### config.mk
export PLATFORM = sky130hd
export DESIGN_NAME = pi_link_master_flat
export DESIGN_NICKNAME = d
export VERILOG_FILES = /design/src/rtl/pi_link_master_pkg.sv /design/src/rtl/pi_link_master_if.sv /design/src/rtl/pi_link_shreg.sv /design/src/rtl/pi_link_master.sv /design/src/flat_wrapper.sv
export SDC_FILE = /design/constraint.sdc
export NUM_CORES = 1
export LEC_CHECK = 0
export CELL_PAD_IN_SITES_DETAIL_PLACEMENT = 0
export CELL_PAD_IN_SITES_GLOBAL_PLACEMENT = 1
export CORE_MARGIN = 2
export CORE_UTILIZATION = 44
export CTS_BUF_LIST = sky130_fd_sc_hd__clkbuf_8
export DETAILED_ROUTE_END_ITERATION = 8
export GPL_ROUTABILITY_DRIVEN = 0
export GPL_TIMING_DRIVEN = 0
export PLACE_DENSITY_LB_ADDON = 0.1
export RECOVER_POWER = 100
export SLEW_MARGIN = 20
export SYNTH_ARGS = -nofsm -noshare
export SYNTH_HDL_FRONTEND = slang
export SYNTH_SLANG_ARGS = --single-unit
### constraint.sdc
create_clock -name PI_MASTER_CLK -period 10.1 [get_ports PI_MASTER_CLK]
set_input_delay 2.02 -clock PI_MASTER_CLK [delete_from_list [all_inputs] [get_ports PI_MASTER_CLK]]
set_output_delay 2.02 -clock PI_MASTER_CLK [all_outputs]
set_load 0.01 [all_outputs]
### src/rtl/pi_link_master_pkg.sv
// Shared types and constants for the PI link master.
// State encodings, link defaults and host command codes.
package pi_link_master_pkg;

    localparam int SETUP_CYCLES_DEF = 2;
    localparam int LEN_W            = 5;

    typedef enum logic [3:0] {
        IDLE,
        TX_SETUP,
        TX_LOW,
        TX_HIGH,
        TX_TAIL,
        RX_SETUP,
        RX_HIGH,
        RX_LOW,
        RX_DONE
    } state_t;

    typedef enum logic [15:0] {
        ROMCS_CMD = 16'h0008,
        RESET_CMD = 16'h0002
    } cmd_t;

    // A zero or oversized length means a full-width word.
    function automatic logic [LEN_W-1:0] eff_len(
        input logic [LEN_W-1:0] len,
        input int               max_bits
    );
        if (len == '0 || int'(len) > max_bits)
            return LEN_W'(max_bits);
        return len;
    endfunction

endpackage

### src/rtl/pi_link_master_if.sv
// Host handshake and PI line signals of the link master.
// master = link controller, slave = host plus line partner.
interface pi_link_master_if
    import pi_link_master_pkg::*;
#(
    parameter int W  = 16,
    parameter int LW = LEN_W
);
    logic          tx_valid;
    logic          tx_ready;
    logic [W-1:0]  tx_data;
    logic [LW-1:0] tx_len;
    logic          tx_done;
    logic          rx_valid;
    logic [W-1:0]  rx_data;
    logic [LW-1:0] rx_len;
    logic          PI_MOSI;
    logic          PI_IO_CLK;
    logic          PI_IO_O;
    logic          PI_IO_OE;
    logic          PI_IO_I;
    logic          PI_MISO;

    modport master (
        input  tx_valid, tx_data, tx_len, PI_IO_I, PI_MISO,
        output tx_ready, tx_done, rx_valid, rx_data, rx_len,
        output PI_MOSI, PI_IO_CLK, PI_IO_O, PI_IO_OE
    );

    modport slave (
        output tx_valid, tx_data, tx_len, PI_IO_I, PI_MISO,
        input  tx_ready, tx_done, rx_valid, rx_data, rx_len,
        input  PI_MOSI, PI_IO_CLK, PI_IO_O, PI_IO_OE
    );

endinterface

### src/rtl/pi_link_shreg.sv
// Bit shift register with bit counter for the PI link.
// Parallel load, MSB shift-out, LSB shift-in with saturating count.
module pi_link_shreg #(
    parameter int W  = 16,
    parameter int CW = 5
) (
    input  logic          clk,
    input  logic          rst,
    input  logic          clr,
    input  logic          load,
    input  logic [W-1:0]  load_data,
    input  logic [CW-1:0] load_cnt,
    input  logic          shift_out,
    input  logic          shift_in,
    input  logic          din,
    output logic [W-1:0]  q,
    output logic [CW-1:0] cnt
);

    always_ff @(posedge clk) begin
        if (rst || clr) begin
            q   <= '0;
            cnt <= '0;
        end else if (load) begin
            q   <= load_data;
            cnt <= load_cnt;
        end else if (shift_out) begin
            q   <= {q[W-2:0], 1'b0};
            cnt <= cnt - CW'(1);
        end else if (shift_in) begin
            q <= {q[W-2:0], din};
            if (cnt != '1)
                cnt <= cnt + CW'(1);
        end
    end

endmodule

### src/rtl/pi_link_master.sv
// PI link master: MOSI frames from the host, MISO frames from the partner.
// Define PI_LINK_RX_LIMIT_EN to end RX after MAX_BITS bits.
module pi_link_master
    import pi_link_master_pkg::*;
#(
    parameter int SETUP_CYCLES = SETUP_CYCLES_DEF,
    parameter int MAX_BITS     = 16
) (
    input  logic               PI_MASTER_CLK,
    input  logic               PI_RESET,
    pi_link_master_if.master   bus
);

    state_t              state;
    state_t              state_nxt;
    logic [7:0]          setup_cnt;
    logic                setup_last;
    logic                tx_done_q;
    logic                tx_load;
    logic                tx_shift;
    logic                rx_clr;
    logic                rx_shift;
    logic                rx_at_limit;
    logic [LEN_W-1:0]    tx_n;
    logic [LEN_W-1:0]    tx_cnt;
    logic [LEN_W-1:0]    rx_cnt;
    logic [MAX_BITS-1:0] tx_q;
    logic [MAX_BITS-1:0] rx_q;
    logic [MAX_BITS-1:0] tx_ld;
    logic                unused_tx_q;

    assign setup_last  = setup_cnt == 8'(SETUP_CYCLES - 1);
    assign tx_n        = eff_len(bus.tx_len, MAX_BITS);
    // Left-justify so the first bit to send sits in the MSB.
    assign tx_ld       = bus.tx_data << (MAX_BITS - int'(tx_n));
    assign unused_tx_q = ^tx_q[MAX_BITS-2:0];

`ifdef PI_LINK_RX_LIMIT_EN
    assign rx_at_limit = rx_cnt == LEN_W'(MAX_BITS - 1);
`else
    assign rx_at_limit = 1'b0;
`endif

    always_ff @(posedge PI_MASTER_CLK) begin
        if (PI_RESET)
            state <= IDLE;
        else
            state <= state_nxt;
    end

    always_ff @(posedge PI_MASTER_CLK) begin
        if (PI_RESET) begin
            setup_cnt <= '0;
            tx_done_q <= 1'b0;
        end else begin
            if (state == TX_SETUP || state == RX_SETUP)
                setup_cnt <= setup_cnt + 8'd1;
            else
                setup_cnt <= '0;
            tx_done_q <= state == TX_TAIL;
        end
    end

    always_comb begin
        state_nxt = state;
        unique case (state)
            IDLE: begin
                if (bus.PI_MISO)
                    state_nxt = RX_SETUP;
                else if (bus.tx_valid)
                    state_nxt = TX_SETUP;
            end
            TX_SETUP: if (setup_last) state_nxt = TX_LOW;
            TX_LOW:   state_nxt = TX_HIGH;
            TX_HIGH: begin
                if (tx_cnt == LEN_W'(1))
                    state_nxt = TX_TAIL;
                else
                    state_nxt = TX_LOW;
            end
            TX_TAIL:  state_nxt = IDLE;
            RX_SETUP: if (setup_last) state_nxt = RX_HIGH;
            RX_HIGH:  state_nxt = RX_LOW;
            RX_LOW: begin
                if (!bus.PI_MISO || rx_at_limit)
                    state_nxt = RX_DONE;
                else
                    state_nxt = RX_HIGH;
            end
`ifdef PI_LINK_RX_LIMIT_EN
            RX_DONE: if (!bus.PI_MISO) state_nxt = IDLE;
`else
            RX_DONE:  state_nxt = IDLE;
`endif
            default:  state_nxt = IDLE;
        endcase
    end

    always_comb begin
        bus.PI_MOSI   = 1'b0;
        bus.PI_IO_CLK = 1'b0;
        bus.PI_IO_O   = 1'b0;
        bus.rx_valid  = 1'b0;
        tx_load       = 1'b0;
        tx_shift      = 1'b0;
        rx_clr        = 1'b0;
        rx_shift      = 1'b0;
        unique case (state)
            IDLE: begin
                tx_load = !bus.PI_MISO && bus.tx_valid;
                rx_clr  = bus.PI_MISO;
            end
            TX_SETUP: bus.PI_MOSI = 1'b1;
            TX_LOW: begin
                bus.PI_MOSI = 1'b1;
                bus.PI_IO_O = tx_q[MAX_BITS-1];
            end
            TX_HIGH: begin
                bus.PI_MOSI   = 1'b1;
                bus.PI_IO_CLK = 1'b1;
                bus.PI_IO_O   = tx_q[MAX_BITS-1];
                tx_shift      = 1'b1;
            end
            TX_TAIL:  bus.PI_MOSI   = 1'b1;
            RX_HIGH:  bus.PI_IO_CLK = 1'b1;
            RX_LOW:   rx_shift      = 1'b1;
`ifdef PI_LINK_RX_LIMIT_EN
            RX_DONE:  bus.rx_valid  = !bus.PI_MISO;
`else
            RX_DONE:  bus.rx_valid  = 1'b1;
`endif
            default: ;
        endcase
    end

    assign bus.PI_IO_OE = bus.PI_MOSI && !bus.PI_MISO;
    assign bus.tx_ready = state == IDLE && !bus.PI_MISO;
    assign bus.tx_done  = tx_done_q;
    assign bus.rx_data  = rx_q;
    assign bus.rx_len   = rx_cnt;

    pi_link_shreg #(.W(MAX_BITS), .CW(LEN_W)) u_tx (
        .clk       (PI_MASTER_CLK),
        .rst       (PI_RESET),
        .clr       (1'b0),
        .load      (tx_load),
        .load_data (tx_ld),
        .load_cnt  (tx_n),
        .shift_out (tx_shift),
        .shift_in  (1'b0),
        .din       (1'b0),
        .q         (tx_q),
        .cnt       (tx_cnt)
    );

    pi_link_shreg #(.W(MAX_BITS), .CW(LEN_W)) u_rx (
        .clk       (PI_MASTER_CLK),
        .rst       (PI_RESET),
        .clr       (rx_clr),
        .load      (1'b0),
        .load_data ('0),
        .load_cnt  ('0),
        .shift_out (1'b0),
        .shift_in  (rx_shift),
        .din       (bus.PI_IO_I),
        .q         (rx_q),
        .cnt       (rx_cnt)
    );

endmodule

### src/flat_wrapper.sv
// flat-port wrapper written by rule: the top's interface ports become plain ports
module pi_link_master_flat import pi_link_master_pkg::*;
#(
    parameter int SETUP_CYCLES = SETUP_CYCLES_DEF,
    parameter int MAX_BITS     = 16
)
  (PI_MASTER_CLK, PI_RESET, bus_tx_valid, bus_tx_data, bus_tx_len, bus_PI_IO_I, bus_PI_MISO, bus_tx_ready, bus_tx_done, bus_rx_valid, bus_rx_data, bus_rx_len, bus_PI_MOSI, bus_PI_IO_CLK, bus_PI_IO_O, bus_PI_IO_OE);
  pi_link_master_if bus_i ();
  input  logic PI_MASTER_CLK;
  input  logic PI_RESET;
  input wire logic [$bits(bus_i.tx_valid)-1:0] bus_tx_valid;
  input wire logic [$bits(bus_i.tx_data)-1:0] bus_tx_data;
  input wire logic [$bits(bus_i.tx_len)-1:0] bus_tx_len;
  input wire logic [$bits(bus_i.PI_IO_I)-1:0] bus_PI_IO_I;
  input wire logic [$bits(bus_i.PI_MISO)-1:0] bus_PI_MISO;
  output wire logic [$bits(bus_i.tx_ready)-1:0] bus_tx_ready;
  output wire logic [$bits(bus_i.tx_done)-1:0] bus_tx_done;
  output wire logic [$bits(bus_i.rx_valid)-1:0] bus_rx_valid;
  output wire logic [$bits(bus_i.rx_data)-1:0] bus_rx_data;
  output wire logic [$bits(bus_i.rx_len)-1:0] bus_rx_len;
  output wire logic [$bits(bus_i.PI_MOSI)-1:0] bus_PI_MOSI;
  output wire logic [$bits(bus_i.PI_IO_CLK)-1:0] bus_PI_IO_CLK;
  output wire logic [$bits(bus_i.PI_IO_O)-1:0] bus_PI_IO_O;
  output wire logic [$bits(bus_i.PI_IO_OE)-1:0] bus_PI_IO_OE;
  assign bus_i.tx_valid = bus_tx_valid;
  assign bus_i.tx_data = bus_tx_data;
  assign bus_i.tx_len = bus_tx_len;
  assign bus_i.PI_IO_I = bus_PI_IO_I;
  assign bus_i.PI_MISO = bus_PI_MISO;
  assign bus_tx_ready = bus_i.tx_ready;
  assign bus_tx_done = bus_i.tx_done;
  assign bus_rx_valid = bus_i.rx_valid;
  assign bus_rx_data = bus_i.rx_data;
  assign bus_rx_len = bus_i.rx_len;
  assign bus_PI_MOSI = bus_i.PI_MOSI;
  assign bus_PI_IO_CLK = bus_i.PI_IO_CLK;
  assign bus_PI_IO_O = bus_i.PI_IO_O;
  assign bus_PI_IO_OE = bus_i.PI_IO_OE;
  pi_link_master #(.SETUP_CYCLES(SETUP_CYCLES), .MAX_BITS(MAX_BITS)) u_core (.PI_MASTER_CLK(PI_MASTER_CLK), .PI_RESET(PI_RESET), .bus(bus_i));
endmodule
======== After elaboration in Yosys (flattened, before gate mapping) ========
Cells that the tools add are included.
Widths: inputs -> output; s select.
word-level totals
  output and inout port bits .............. 28
  register bits after elaboration ......... 55
  word-level logic and storage cells ...... 66
cells by class
  shift-type cells ........................ 1
  reductions and logical operators ........ 16
  bitwise gates (word level) .............. 1
  add/subtract/negate cells ............... 4
  multiplexer cells ....................... 22
  $lt $le $gt $ge ......................... 1
  equal/unequal tests ..................... 14
operators with widths
  kind                 count
  $mux 16              2
  $shl 16x32->16       1
  $pmux 4 s7           1
  $mux 4               5
  $mux 5               4
  $eq 4x3->1 const B   4
  $mux 1               9
  $add 8x1->8 const B  1
  $eq 4x2->1 const B   2
  $eq 8x1->1 const B   1
  $reduce_or 2->1      3
  $sub 5x5->6 const A  1
  $add 5x1->5 const B  1
  $eq 5x1->1 const B   1
  $gt 5x5->1 const B   1
  $logic_not 5->1      1
  $ne 5x5->1 const B   1
  $sub 5x1->5 const B  1
  $eq 4x1->1 const B   1
  $eq 4x4->1 const B   1
  $logic_not 4->1      1
  $ne 2x1->1 const B   2
  $reduce_or 4->1      1
  $logic_and 1x1->1    3
  8 further kinds      10

======== Logic depth before layout (Yosys ltp) ========
Gate-level depths: netlist (run 1).
  word-level depth ........................ 7
  mapped depth ............................ 11
  gate-level depth less buffers ........... 10

======== By module ========
From an unflattened synthesis (run 1), not the netlist that was laid out.
unflattened totals
  cells, all modules ...................... 442
  area, all modules ....................... 4037.6 um^2
modules (own cells, without submodules)
  module          times used  cells each  area each (um^2)
  pi_link_shreg   2           123         1223.7
  pi_link_master  1           196         1590.3

======== Least setup slack after synthesis (run 1) ========
Ideal clock, no wire load.
  path kind ............................... in2reg
  start point ............................. input port bus_tx_len[3]
  end point ............................... register u_core.u_tx.q[15]
  arrival ................................. 4.676 ns
  setup slack ............................. 5.298 ns
  stages on the path ...................... 10
  setup time .............................. 0.126 ns
  cells stage by stage .................... or4_1 -> ha_1 -> nand2b_1 -> ha_1 -> buf_2 -> buf_1 -> buf_1 -> mux4_2 -> mux2i_1 -> o211ai_1
between the ends
  word-level cells in the longest chain between the ends .. 7
RTL lines
  item                                                  RTL line                  RTL
  start, declared                                       flat_wrapper.sv:13        input wire logic [$bits(bus_i.tx_len)-1:0] bus_tx_len;
  $gt 5x5->1 / $logic_not 5->1 (equally long branches)  pi_link_master_pkg.sv:30  if (len == '0 || int'(len) > max_bits)
  $logic_or 1x1->1                                      pi_link_master_pkg.sv:30
  $mux 1                                                pi_link_master_pkg.sv:30
  $mux 5 (*)                                            pi_link_master_pkg.sv:32  return len;
  $sub 5x5->6 (*)                                       pi_link_master.sv:35      assign tx_ld = bus.tx_data << (MAX_BITS - int'(tx_n));
  $shl 16x32->16 (*)                                    pi_link_master.sv:35
  $mux 16 (*)                                           pi_link_shreg.sv:24       end else if (load) begin
  end signal, assigned                                  pi_link_shreg.sv:25       q <= load_data;
  end signal, assigned                                  pi_link_shreg.sv:28       q <= {q[W-2:0], 1'b0};
  end signal, assigned                                  pi_link_shreg.sv:31       q <= {q[W-2:0], din};
  end, declared                                         pi_link_shreg.sv:16       output logic [W-1:0] q,
Every way passes the cells marked *; elsewhere a longest branch is shown, timed or not.
A chain may end at the register's enable or synchronous reset.

======== Worst setup path in the final report (run 1) ========
Same ends and word-level chain as after synthesis.

==> results.ini, run 1 <==
[status]
outcome = finished clean

[floorplanning]
die_height_um = 90.4
io_pins = 54
design.die.area_mm2 = 0.00818
start_util_pct = 45.3
coreArea_mm2 = 0.00725
rows = 31
die_width_um = 90.4

[sta]
clock.fmax_mhz = 173
final.setup.tns_ps = 0
period_needed_ps = 5790
grt_setup_unrepaired = false
finalHoldViolations = 0
slew_headroom_pct = 58.4
timing.hold.ws_ps = 464
slew_at_the_pin_closest_to_its_max_slew_limit_ps = 616
setup_violations = 0
worst_skew_ps = 4.67
period_share_pct = 57.3
slew_viol_final = 0

[clock_tree]
clkTransAtPathRegs_ps = 100
cts_resized = 0
tritoncts_num_sinks = 55
cts_setup_buffers = 0
numCtsBuffers = 5
tritoncts = done
clock_insertion_delay_worst_skew_ps = 300
clk_path_buf_depth = 2
cts.hold.buffers_added = 0
cts.root.buffer_cell = sky130_fd_sc_hd__clkbuf_8
cts-htree-levels = 2

[cells_and_area]
stdcell_count = 556
num-nets-final = 490
commonest_non_fill_non_tap_cell_in_the_layout = sky130_fd_sc_hd__nand2_1
antenna-diode-count = 0
stdcell_area_mm2 = 0.00399
post_route_cells_drive_above_1_share_pct = 7.88
most-common-layout-cells = sky130_fd_sc_hd__nand2_1 (63), sky130_fd_sc_hd__dfxtp_1 (55), sky130_fd_sc_hd__nor2_1 (37)
areaGrowthSynthToFinish_pct = 21.4

[critical_path]
max_stage_delay_ps = 580
cp_data_arrival_time_ps = 5980
reg2reg_slack_ps = 7520
worstPathRequired_ps = 10290
worstPathCellList = dlygate4sd3_1 -> or4_1 -> ha_1 -> nand2b_1 -> ha_1 -> clkbuf_1 -> clkbuf_1 -> clkbuf_1 -> mux4_2 -> mux2i_1 -> o211ai_1
crit_path_max_fo = 10
worst_r2r_path_depth = 7
cp-end-kind = flip-flop
worst_r2r_startpoint = u_core.state[0]
cp_common_cell = sky130_fd_sc_hd__clkbuf_1
crit_slowest_cell = sky130_fd_sc_hd__dlygate4sd3_1
timing.critical_path.from_type = input pin
ff_to_ff_end = u_core.u_tx.q[12]
category_of_the_critical_setup_timing_path = in2reg

[logic_synthesis]
post_synth_instance_area_mm2 = 0.00329
mappedNetlistNets = 432
yosys_warnings = 0
yosys_most_used_dff = sky130_fd_sc_hd__dfxtp_1
async_flop_share_pct = 0
edff_count_synth = 0
seq_area_frac_synth_pct = 33.5
post_synth.cell_area_avg_um2 = 8.26
post_synth_inst_count = 398
synth.ff_latch_count = 55
synth_cell_type_count = 61

[power_and_ir_drop]
power.static_leakage_nw = 1.55
total_switching_power_w = 0.000171
cell_internal_pwr_w = 0.000357
power.clock.fraction_pct = 24.3
sw_frac_of_total_pct = 32.3
pwr_per_cell_area_mw_per_mm2 = 132
logic_pwr_share_pct = 30.2
ir_drop_v = 0.0000661
seqPwrFrac_pct = 45.5
finalPower_w = 0.000527

[run]
maxCapViolations = 0

[placed_design]
place.port_buffers = 51
dpl-instance-area_mm2 = 0.00392
post_dp_hpwl_um = 6280
post-place-cells = 548

[global_route]
first_pass_grt_wire_length_um = 14100
grt_pass1_vias = 2841
grt_max_degree = 18
grt_util_all_layers_pct = 20.6
number_of_antenna_violations_at_the_first_check_in_global_routing = 0
grt.overflow.total = 0

[min_path]
holdCritStartpoint = u_core.u_rx.q[15]
hold_path_end = u_core.u_rx.q[15]
hold_path_depth = 2
hold_class = reg2reg

[detailed_routing]
routedWlPerCell_um = 14.7
drt-initial-drc-count = 194
via_count = 3033
wl_um = 8170
detail_route.first_pass.iterations = 4
detail_route.drc_violations = 0
drt.antenna.violating_nets = 0
via_per_inst = 5.46

-- metrics by stage --
| stage | worst slack, ps | utilization, % |
|---|---|---|
| 6_report | 4310 | 55.0 |
| 5_1_grt | 4050 | 55.0 |
| 4_1_cts | 4660 | 55.4 |
| 3_5_place_dp | 4330 | 54.1 |
| 3_3_place_gp | 4330 | 54.1 |
| 2_1_floorplan | 5300 | - |
-- worst max path at each step --
| stage | from | endpoint | cells after the start |
|---|---|---|---|
| floorplan | bus_tx_len[3] | u_core.u_tx.q[15] | 10 |
| global placement | bus_tx_len[3] | u_core.u_tx.q[15] | 11 |
| detailed placement | bus_tx_len[3] | u_core.u_tx.q[15] | 11 |
| CTS | bus_tx_len[3] | u_core.u_tx.q[15] | 11 |
| global route | bus_tx_len[3] | u_core.u_tx.q[15] | 11 |
| finish | bus_tx_len[3] | u_core.u_tx.q[15] | 11 |
-- power groups by stage --
| stage | registers, W | clock network (W) | logic [W] |
|---|---|---|---|
| final | 0.000240 | 0.000128 | 0.000160 |
| after global routing | 0.000242 | 0.000142 | 0.000176 |
| after CTS | 0.000240 | 0.000133 | 0.000162 |
| after detailed placement | 0.000245 | 0 | 0.000161 |
| after global placement | 0.000244 | 0 | 0.000161 |
| after floorplan | 0.000243 | 0 | 0.000112 |
-- state kept, by name, summed over array words and instances (netlist names) --
signal              count
u_core.bus.tx_done      1
u_core.setup_cnt        8
u_core.state            4
u_core.u_rx.cnt         5
u_core.u_rx.q          16
u_core.u_tx.cnt         5
u_core.u_tx.q          16
-- critical path: cells and delay by family --
family / cells / cell delay [ps]
muxes: 2 / 620
AOI/OAI and AO/OA: 1 / 120
adders and majority gates: 2 / 670
and+or+nand+nor: 2 / 740
buffers and inverters: 4 / 1800
-- final cells by class --
cell class              count  area (um^2)
plain buffers              26          105
clock buffers               6         82.6
clock inverters             2         16.3
fillers                   713         3260
inverters                  11         41.3
multi-input cells         306         2010
flip-flops and latches     55         1100
well taps                  99          124
repair buffers             51          510
-- synth_stat cells, types with 8 or more instances --
master                      n  area [um^2]
sky130_fd_sc_hd__clkbuf_1  16         60.1
sky130_fd_sc_hd__xnor2_1    8         70.1
sky130_fd_sc_hd__ha_1       8          100
sky130_fd_sc_hd__a21oi_1   23          115
sky130_fd_sc_hd__inv_1     10         37.5
sky130_fd_sc_hd__dfxtp_1   55         1100
sky130_fd_sc_hd__nand2_1   63          236
sky130_fd_sc_hd__o21ai_0   23          115
sky130_fd_sc_hd__mux2i_1   18          180
sky130_fd_sc_hd__nand3_1   11         55.1
sky130_fd_sc_hd__nor2_1    37          139
-- metal layers --
metal	track usage, %	vias to the layer above	share of wire (%)
li1	-	1535	-
met1	30.1	1437	50
met2	31.5	59	44
met3	3.76	2	5.0
met4	5.00	0	0.43
met5	0	-	0
-- logic make-up after synthesis --
logic type,Yosys count,synth area share [%]
buffers and inverters,37,4.72
muxes,31,12.0
DFF,55,33.5
AOI/OAI and AO/OA,91,18.3
adders and majority gates,8,3.05
xor gates and xnor gates,15,4.23
and+or+nand+nor,161,24.2
No activity file was read; power rests on OpenSTA's default activity.
==> run 2, diff against run 1 <==
--- a/config.mk
+++ b/config.mk
@@ -8,7 +8,7 @@
 export CELL_PAD_IN_SITES_DETAIL_PLACEMENT = 0
 export CELL_PAD_IN_SITES_GLOBAL_PLACEMENT = 1
 export CORE_MARGIN = 2
-export CORE_UTILIZATION = 44
+export CORE_UTILIZATION = 37
 export CTS_BUF_LIST = sky130_fd_sc_hd__clkbuf_8
 export DETAILED_ROUTE_END_ITERATION = 8
 export GPL_ROUTABILITY_DRIVEN = 0
==> constraint.sdc (replaced) <==
create_clock -name PI_MASTER_CLK -period 4.9 [get_ports PI_MASTER_CLK]
set_input_delay 0.98 -clock PI_MASTER_CLK [delete_from_list [all_inputs] [get_ports PI_MASTER_CLK]]
set_output_delay 0.98 -clock PI_MASTER_CLK [all_outputs]
set_load 0.01 [all_outputs]
==> run 2 against run 1 <==
Sequential power is 110% higher. Core utilization shrank 9.0 points. Sequential share of layout area hardly changed. Combinational power increased by 110%. Via count increased by 0.49%. Register-to-register slack lost 5200 ps. Non-clock buffer count stayed put. Power grew 100%. Cell count is 1.6% higher. Sequential cell count unchanged. Wire length increased by 4.9%. Count of clock-buffer cells in the layout fell by 1. Critical path type unchanged. Critical endpoint is now u_core.u_tx.q[12]. Largest cell class unchanged.
==> results.ini, run 2 (synthesis results as in run 1) <==
[cells_and_area]
post_route_cells_drive_above_1_share_pct = 8.10  ; +0.22 points
areaGrowthSynthToFinish_pct = 21.5
utilization_pct = 46.0  ; -9.0 points
num-nets-final = 490  ; unchanged
register_area_mm2 = 0.00110  ; unchanged
most-common-layout-cells = sky130_fd_sc_hd__nand2_1 (63), sky130_fd_sc_hd__dfxtp_1 (55), sky130_fd_sc_hd__nor2_1 (37)
layout_top_registers = u_core.u_rx.q (16), u_core.u_tx.q (16), u_core.setup_cnt (8)
commonest_non_fill_non_tap_cell_in_the_layout = sky130_fd_sc_hd__nand2_1
layout_fillers = 907  ; +27%
antenna-diode-count = 0  ; unchanged
multiInputGateArea_mm2 = 0.00201  ; -0.12%

[sta]
worst_skew_ps = 13.5  ; +8.82 ps
slew_at_the_pin_closest_to_its_max_slew_limit_ps = 744  ; +129 ps
setup_violations = 0  ; unchanged
period_needed_ps = 4550
finalHoldViolations = 0  ; unchanged
setup_ws_ps = 355  ; -3950 ps
clock.fmax_mhz = 220
slew_viol_final = 0  ; unchanged
slew_headroom_pct = 49.7  ; -8.7 points
final.setup.tns_ps = 0  ; unchanged
period_share_pct = 92.8
grt_setup_unrepaired = false

[clock_tree]
cts_resized = 0  ; unchanged
cts.root.buffer_cell = sky130_fd_sc_hd__clkbuf_8
cts_setup_buffers = 0  ; unchanged
tritoncts_num_sinks = 55  ; unchanged
clock_insertion_delay_worst_skew_ps = 310  ; about the same
clk_path_buf_depth = 2  ; unchanged
numCtsBuffers = 5  ; unchanged
cts.hold.buffers_added = 0  ; unchanged
cts-htree-levels = 2  ; unchanged
tritoncts = done
clkTransAtPathRegs_ps = 110  ; about the same

[detailed_routing]
drt.antenna.violating_nets = 0  ; unchanged
drt-initial-drc-count = 154  ; -21%
via_count = 3048  ; +0.49%
detail_route.drc_violations = 0  ; unchanged
via_per_inst = 5.39  ; -1.1%
routedWlPerCell_um = 15.2  ; +3.2%
wl_um = 8570  ; +4.9%
detail_route.first_pass.iterations = 4  ; unchanged

[floorplanning]
coreArea_mm2 = 0.00868  ; +20%
die_height_um = 98.3  ; +8.6%
start_util_pct = 37.9  ; -7.4 points
rows = 34  ; +9.7%
design.die.area_mm2 = 0.00965  ; +18%
io_pins = 54  ; unchanged
die_width_um = 98.3  ; +8.6%

[global_route]
grt_pass1_vias = 2786  ; -1.9%
global_route.usage.met2_pct = 25.7  ; -5.7 points
global_route.peak_usage_layer = met1
grt_max_degree = 19  ; +1
grt_util_all_layers_pct = 17.7  ; -2.9 points
number_of_antenna_violations_at_the_first_check_in_global_routing = 0  ; unchanged
grt_util_met3_pct = 2.65  ; -1.1 points
gr_met1_demand_resource_pct = 27.6  ; -2.5 points
grt.overflow.total = 0  ; unchanged
first_pass_grt_wire_length_um = 14100  ; +0.44%

[power_and_ir_drop]
power.static_leakage_nw = 1.55  ; -0.39%
pwr_per_cell_area_mw_per_mm2 = 271  ; +100%
ir_drop_v = 0.000145  ; +120%

[min_path]
holdCritStartpoint = u_core.u_rx.q[11]
hold_class = reg2reg

[critical_path]
worst_r2r_startpoint = u_core.state[0]
ff_to_ff_end = u_core.u_tx.q[12]
worst_setup_path_endpoint = u_core.u_tx.q[12]
worstPathRequired_ps = 5140  ; -5150 ps
category_of_the_critical_setup_timing_path = in2reg
worst_r2r_path_depth = 7  ; unchanged
launching_element_of_the_worst_setup_path = bus_tx_len[3]
cp-end-kind = flip-flop
crit_path_max_fo = 10  ; unchanged
timing.critical_path.from_type = input pin
cp_data_arrival_time_ps = 4790  ; -1190 ps
reg2reg_slack_ps = 2280  ; -5240 ps

[placed_design]
place_worst_setup_slack_ps = 104  ; -4220 ps
post_dp_hpwl_um = 6600  ; +5.2%
place.port_buffers = 51  ; unchanged

[run]
maxCapViolations = 0  ; unchanged

[status]
outcome = finished clean

## run 2: worst min-delay path by stage
stage,slack (ps),to,depth (start not counted)
after floorplan,440,u_core.setup_cnt[0],1
after global placement,450,u_core.u_rx.q[15],2
after detailed placement,460,u_core.u_rx.q[1],2
after CTS,470,u_core.u_rx.q[12],2
after global routing,490,u_core.u_rx.q[12],2
final,470,u_core.u_rx.q[12],2
## run 2: power by group
group | internal, W | leakage [nW] | switching (W)
combinational | 0.000143 | 1.06 | 0.000188
clock | 0.000103 | 0.0443 | 0.000154
sequential | 0.000476 | 0.446 | 0.0000183
## run 2: final cells by class
cell class / instances / area share [%]
Sequential cell: 55 / 27.6
Clock inverter: 3 / 0.627
Multi-Input combinational cell: 306 / 50.2
Tap cell: 108 / 3.38
Timing Repair Buffer: 51 / 12.8
Clock buffer: 5 / 1.72
Inverter: 11 / 1.03
Buffer: 26 / 2.66
## run 2: worst max-delay path, stage by stage
cell	delay, ps
sky130_fd_sc_hd__clkdlybuf4s50_1	460
sky130_fd_sc_hd__or4_1	550
sky130_fd_sc_hd__ha_1	340
sky130_fd_sc_hd__nand2b_1	160
sky130_fd_sc_hd__ha_1	230
sky130_fd_sc_hd__clkinv_1	90
sky130_fd_sc_hd__or4_2	660
sky130_fd_sc_hd__a21oi_1	370
sky130_fd_sc_hd__nand2b_1	100
sky130_fd_sc_hd__clkbuf_1	230
sky130_fd_sc_hd__or3_1	460
sky130_fd_sc_hd__a21oi_2	160
## run 2: layer usage
| layer | part of all wire [%] | wire length [um] |
|---|---|---|
| met3 | 5.3 | 456 |
| met2 | 44 | 3810 |
| met5 | 0 | 0 |
| met4 | 0.75 | 64 |
| met1 | 49 | 4240 |
## run 2: per-stage QoR
| step | instances | hold slack [ps] | area [um^2] | total power, W |
|---|---|---|---|---|
| after detailed placement | 557 | 461 | 3930 | 0.000840 |
| after floorplan | 398 | 441 | 3290 | 0.000731 |
| after CTS | 565 | 475 | 4030 | 0.00110 |
| after global routing | 565 | 489 | 3990 | 0.00115 |
| after global placement | 557 | 449 | 3930 | 0.000842 |
| final | 565 | 465 | 3990 | 0.00108 |
==> run 3, diff against run 2 <==
--- a/config.mk
+++ b/config.mk
@@ -7,7 +7,7 @@
 export LEC_CHECK = 0
 export CELL_PAD_IN_SITES_DETAIL_PLACEMENT = 0
 export CELL_PAD_IN_SITES_GLOBAL_PLACEMENT = 1
-export CORE_MARGIN = 2
+export CORE_MARGIN = 1.5
 export CORE_UTILIZATION = 37
 export CTS_BUF_LIST = sky130_fd_sc_hd__clkbuf_8
 export DETAILED_ROUTE_END_ITERATION = 8
==> run 3 against run 2 <==
Hold slack gained 5.7 ps. Die area shrank 2.0%. Combinational power barely moved. Core utilization is essentially flat. Sequential share of layout area barely moved. Non-clock buffer count unchanged. Clock skew is 2.0 ps lower. Cell count unchanged. Setup slack improved by 7.5 ps. Via count barely moved. Maximum frequency is 0.17% higher. Critical path type unchanged. Critical endpoint is now u_core.u_tx.q[15]. Largest power group unchanged. Highest routed layer unchanged.
==> results.ini, run 3 (synthesis results as in run 1) <==
[global_route]
grt.overflow.total = 0  ; unchanged
grt_util_all_layers_pct = 18.3  ; +0.61 points
grt_max_degree = 19  ; unchanged
first_pass_grt_wire_length_um = 14200  ; +0.29%
number_of_antenna_violations_at_the_first_check_in_global_routing = 0  ; unchanged
grt_pass1_vias = 2787  ; +0.036%

[power_and_ir_drop]
ir_drop_v = 0.000127  ; -12%
pwr_per_cell_area_mw_per_mm2 = 272  ; +0.55%
power.static_leakage_nw = 1.55  ; +0.14%

[placed_design]
post_dp_hpwl_um = 6700  ; +1.4%
place_worst_setup_slack_ps = 85.4  ; -18.9 ps
place.port_buffers = 51  ; unchanged

[floorplanning]
rows = 34  ; unchanged
coreArea_mm2 = 0.00868  ; unchanged
die_height_um = 97.3  ; -1.0%
die_width_um = 97.3  ; -1.0%
start_util_pct = 37.9  ; unchanged
io_pins = 54  ; unchanged
design.die.area_mm2 = 0.00946  ; -2.0%

[cells_and_area]
num-nets-final = 490  ; unchanged
most-common-layout-cells = sky130_fd_sc_hd__nand2_1 (63), sky130_fd_sc_hd__dfxtp_1 (55), sky130_fd_sc_hd__nor2_1 (37)
post_route_cells_drive_above_1_share_pct = 8.10  ; unchanged
areaGrowthSynthToFinish_pct = 21.6  ; about the same
antenna-diode-count = 0  ; unchanged
layout_top_registers = u_core.u_rx.q (16), u_core.u_tx.q (16), u_core.setup_cnt (8)
commonest_non_fill_non_tap_cell_in_the_layout = sky130_fd_sc_hd__nand2_1

[sta]
grt_setup_unrepaired = false
setup_ws_ps = 362  ; +7.50 ps
finalHoldViolations = 0  ; unchanged
slew_at_the_pin_closest_to_its_max_slew_limit_ps = 647  ; -96.8 ps
final.setup.tns_ps = 0  ; unchanged
period_share_pct = 92.6  ; -0.15 points
clock.fmax_mhz = 220  ; +0.17%
worst_skew_ps = 11.5  ; -1.99 ps
setup_violations = 0  ; unchanged
slew_viol_final = 0  ; unchanged
period_needed_ps = 4540  ; -7.51 ps
slew_headroom_pct = 56.3  ; +6.5 points
timing.hold.ws_ps = 471  ; +5.67 ps

[clock_tree]
tritoncts = done
clkTransAtPathRegs_ps = 110  ; about the same
numCtsBuffers = 5  ; unchanged
cts.root.buffer_cell = sky130_fd_sc_hd__clkbuf_8
cts_setup_buffers = 0  ; unchanged
clk_path_buf_depth = 2  ; unchanged
cts-htree-levels = 2  ; unchanged
cts_resized = 0  ; unchanged
tritoncts_num_sinks = 55  ; unchanged
cts.hold.buffers_added = 0  ; unchanged
clock_insertion_delay_worst_skew_ps = 320  ; about the same

[detailed_routing]
via_per_inst = 5.40  ; about the same
detail_route.drc_violations = 0  ; unchanged
detail_route.first_pass.iterations = 5  ; +1
routedWlPerCell_um = 15.3  ; +0.89%
drt-initial-drc-count = 138  ; -10%
via_count = 3049  ; +0.033%
wl_um = 8650  ; +0.89%
drt.antenna.violating_nets = 0  ; unchanged

[critical_path]
worstPathCellList = clkdlybuf4s50_1 -> or4_1 -> ha_1 -> nand2b_1 -> ha_1 -> buf_2 -> clkbuf_1 -> clkbuf_1 -> mux4_2 -> mux2i_1 -> o211ai_1
crit_slowest_cell = sky130_fd_sc_hd__or4_1
timing.critical_path.from_type = input pin
reg2reg_slack_ps = 2250  ; -30 ps
worstPathRequired_ps = 5090  ; -50 ps
worst_r2r_path_depth = 7  ; unchanged
cp_data_arrival_time_ps = 4730  ; -60 ps
cp-end-kind = flip-flop
worst_r2r_startpoint = u_core.state[0]
ff_to_ff_end = u_core.u_tx.q[12]
category_of_the_critical_setup_timing_path = in2reg
crit_path_max_fo = 10  ; unchanged
max_stage_delay_ps = 540  ; -120 ps

[min_path]
hold_path_end = u_core.u_rx.q[8]
holdCritStartpoint = u_core.u_rx.q[7]
hold_class = reg2reg
hold_path_depth = 2  ; unchanged

[run]
maxCapViolations = 0  ; unchanged

[status]
outcome = finished clean

[run 3: how the worst max path moves through the flow]
stage / startpoint / end / depth (start not counted) / slack (ps)
after detailed placement: bus_tx_len[3] / u_core.u_tx.q[15] / 11 / 90
final: bus_tx_len[3] / u_core.u_tx.q[15] / 11 / 360
after global routing: bus_tx_len[3] / u_core.u_tx.q[13] / 11 / 200
after global placement: bus_tx_len[3] / u_core.u_tx.q[15] / 11 / 90
after CTS: bus_tx_len[3] / u_core.u_tx.q[15] / 11 / 420
after floorplan: bus_tx_len[3] / u_core.u_tx.q[15] / 10 / 1140
[run 3: through the flow]
step	cells	total power [W]	util [%]	instance area, um^2
after floorplan	398	0.000731	-	3290
after CTS	565	0.00110	46.4	4030
final	565	0.00109	46.0	4000
after global routing	565	0.00115	46.0	4000
after detailed placement	557	0.000842	45.3	3930
after global placement	557	0.000842	45.3	3930
[run 3: area by class of cell]
cell class                      count  area [um^2]
Clock inverter                      3         25.0
Multi-Input combinational cell    306         2010
Tap cell                          108          135
Buffer                             26          106
Timing Repair Buffer               51          510
Sequential cell                    55         1100
Fill cell                         904         4680
Inverter                           11         41.3
Clock buffer                        5         68.8
[run 3: worst max-delay path, delay by kind of cell]
family          cells  cell delay, ps
buf+inv             4            1540
compound gates      1             150
simple gates        2             740
fa+ha+maj           2             680
mux                 2             650
[run 3: report_power, final]
group	leakage (nW)	total [W]	switching [W]	internal (W)
sequential	0.446	0.000494	0.0000181	0.000476
combinational	1.06	0.000334	0.000190	0.000144
clock	0.0443	0.000260	0.000157	0.000103
total	1.55	0.00109	0.000365	0.000722
[run 3: routing by layer]
layer	vias up	global-route usage [%]	part of all wire (%)
li1	1534	-	-
met1	1462	27.2	52
met2	49	27.7	43
met3	4	4.10	4.1
met4	0	2.31	0.37
met5	-	0	0
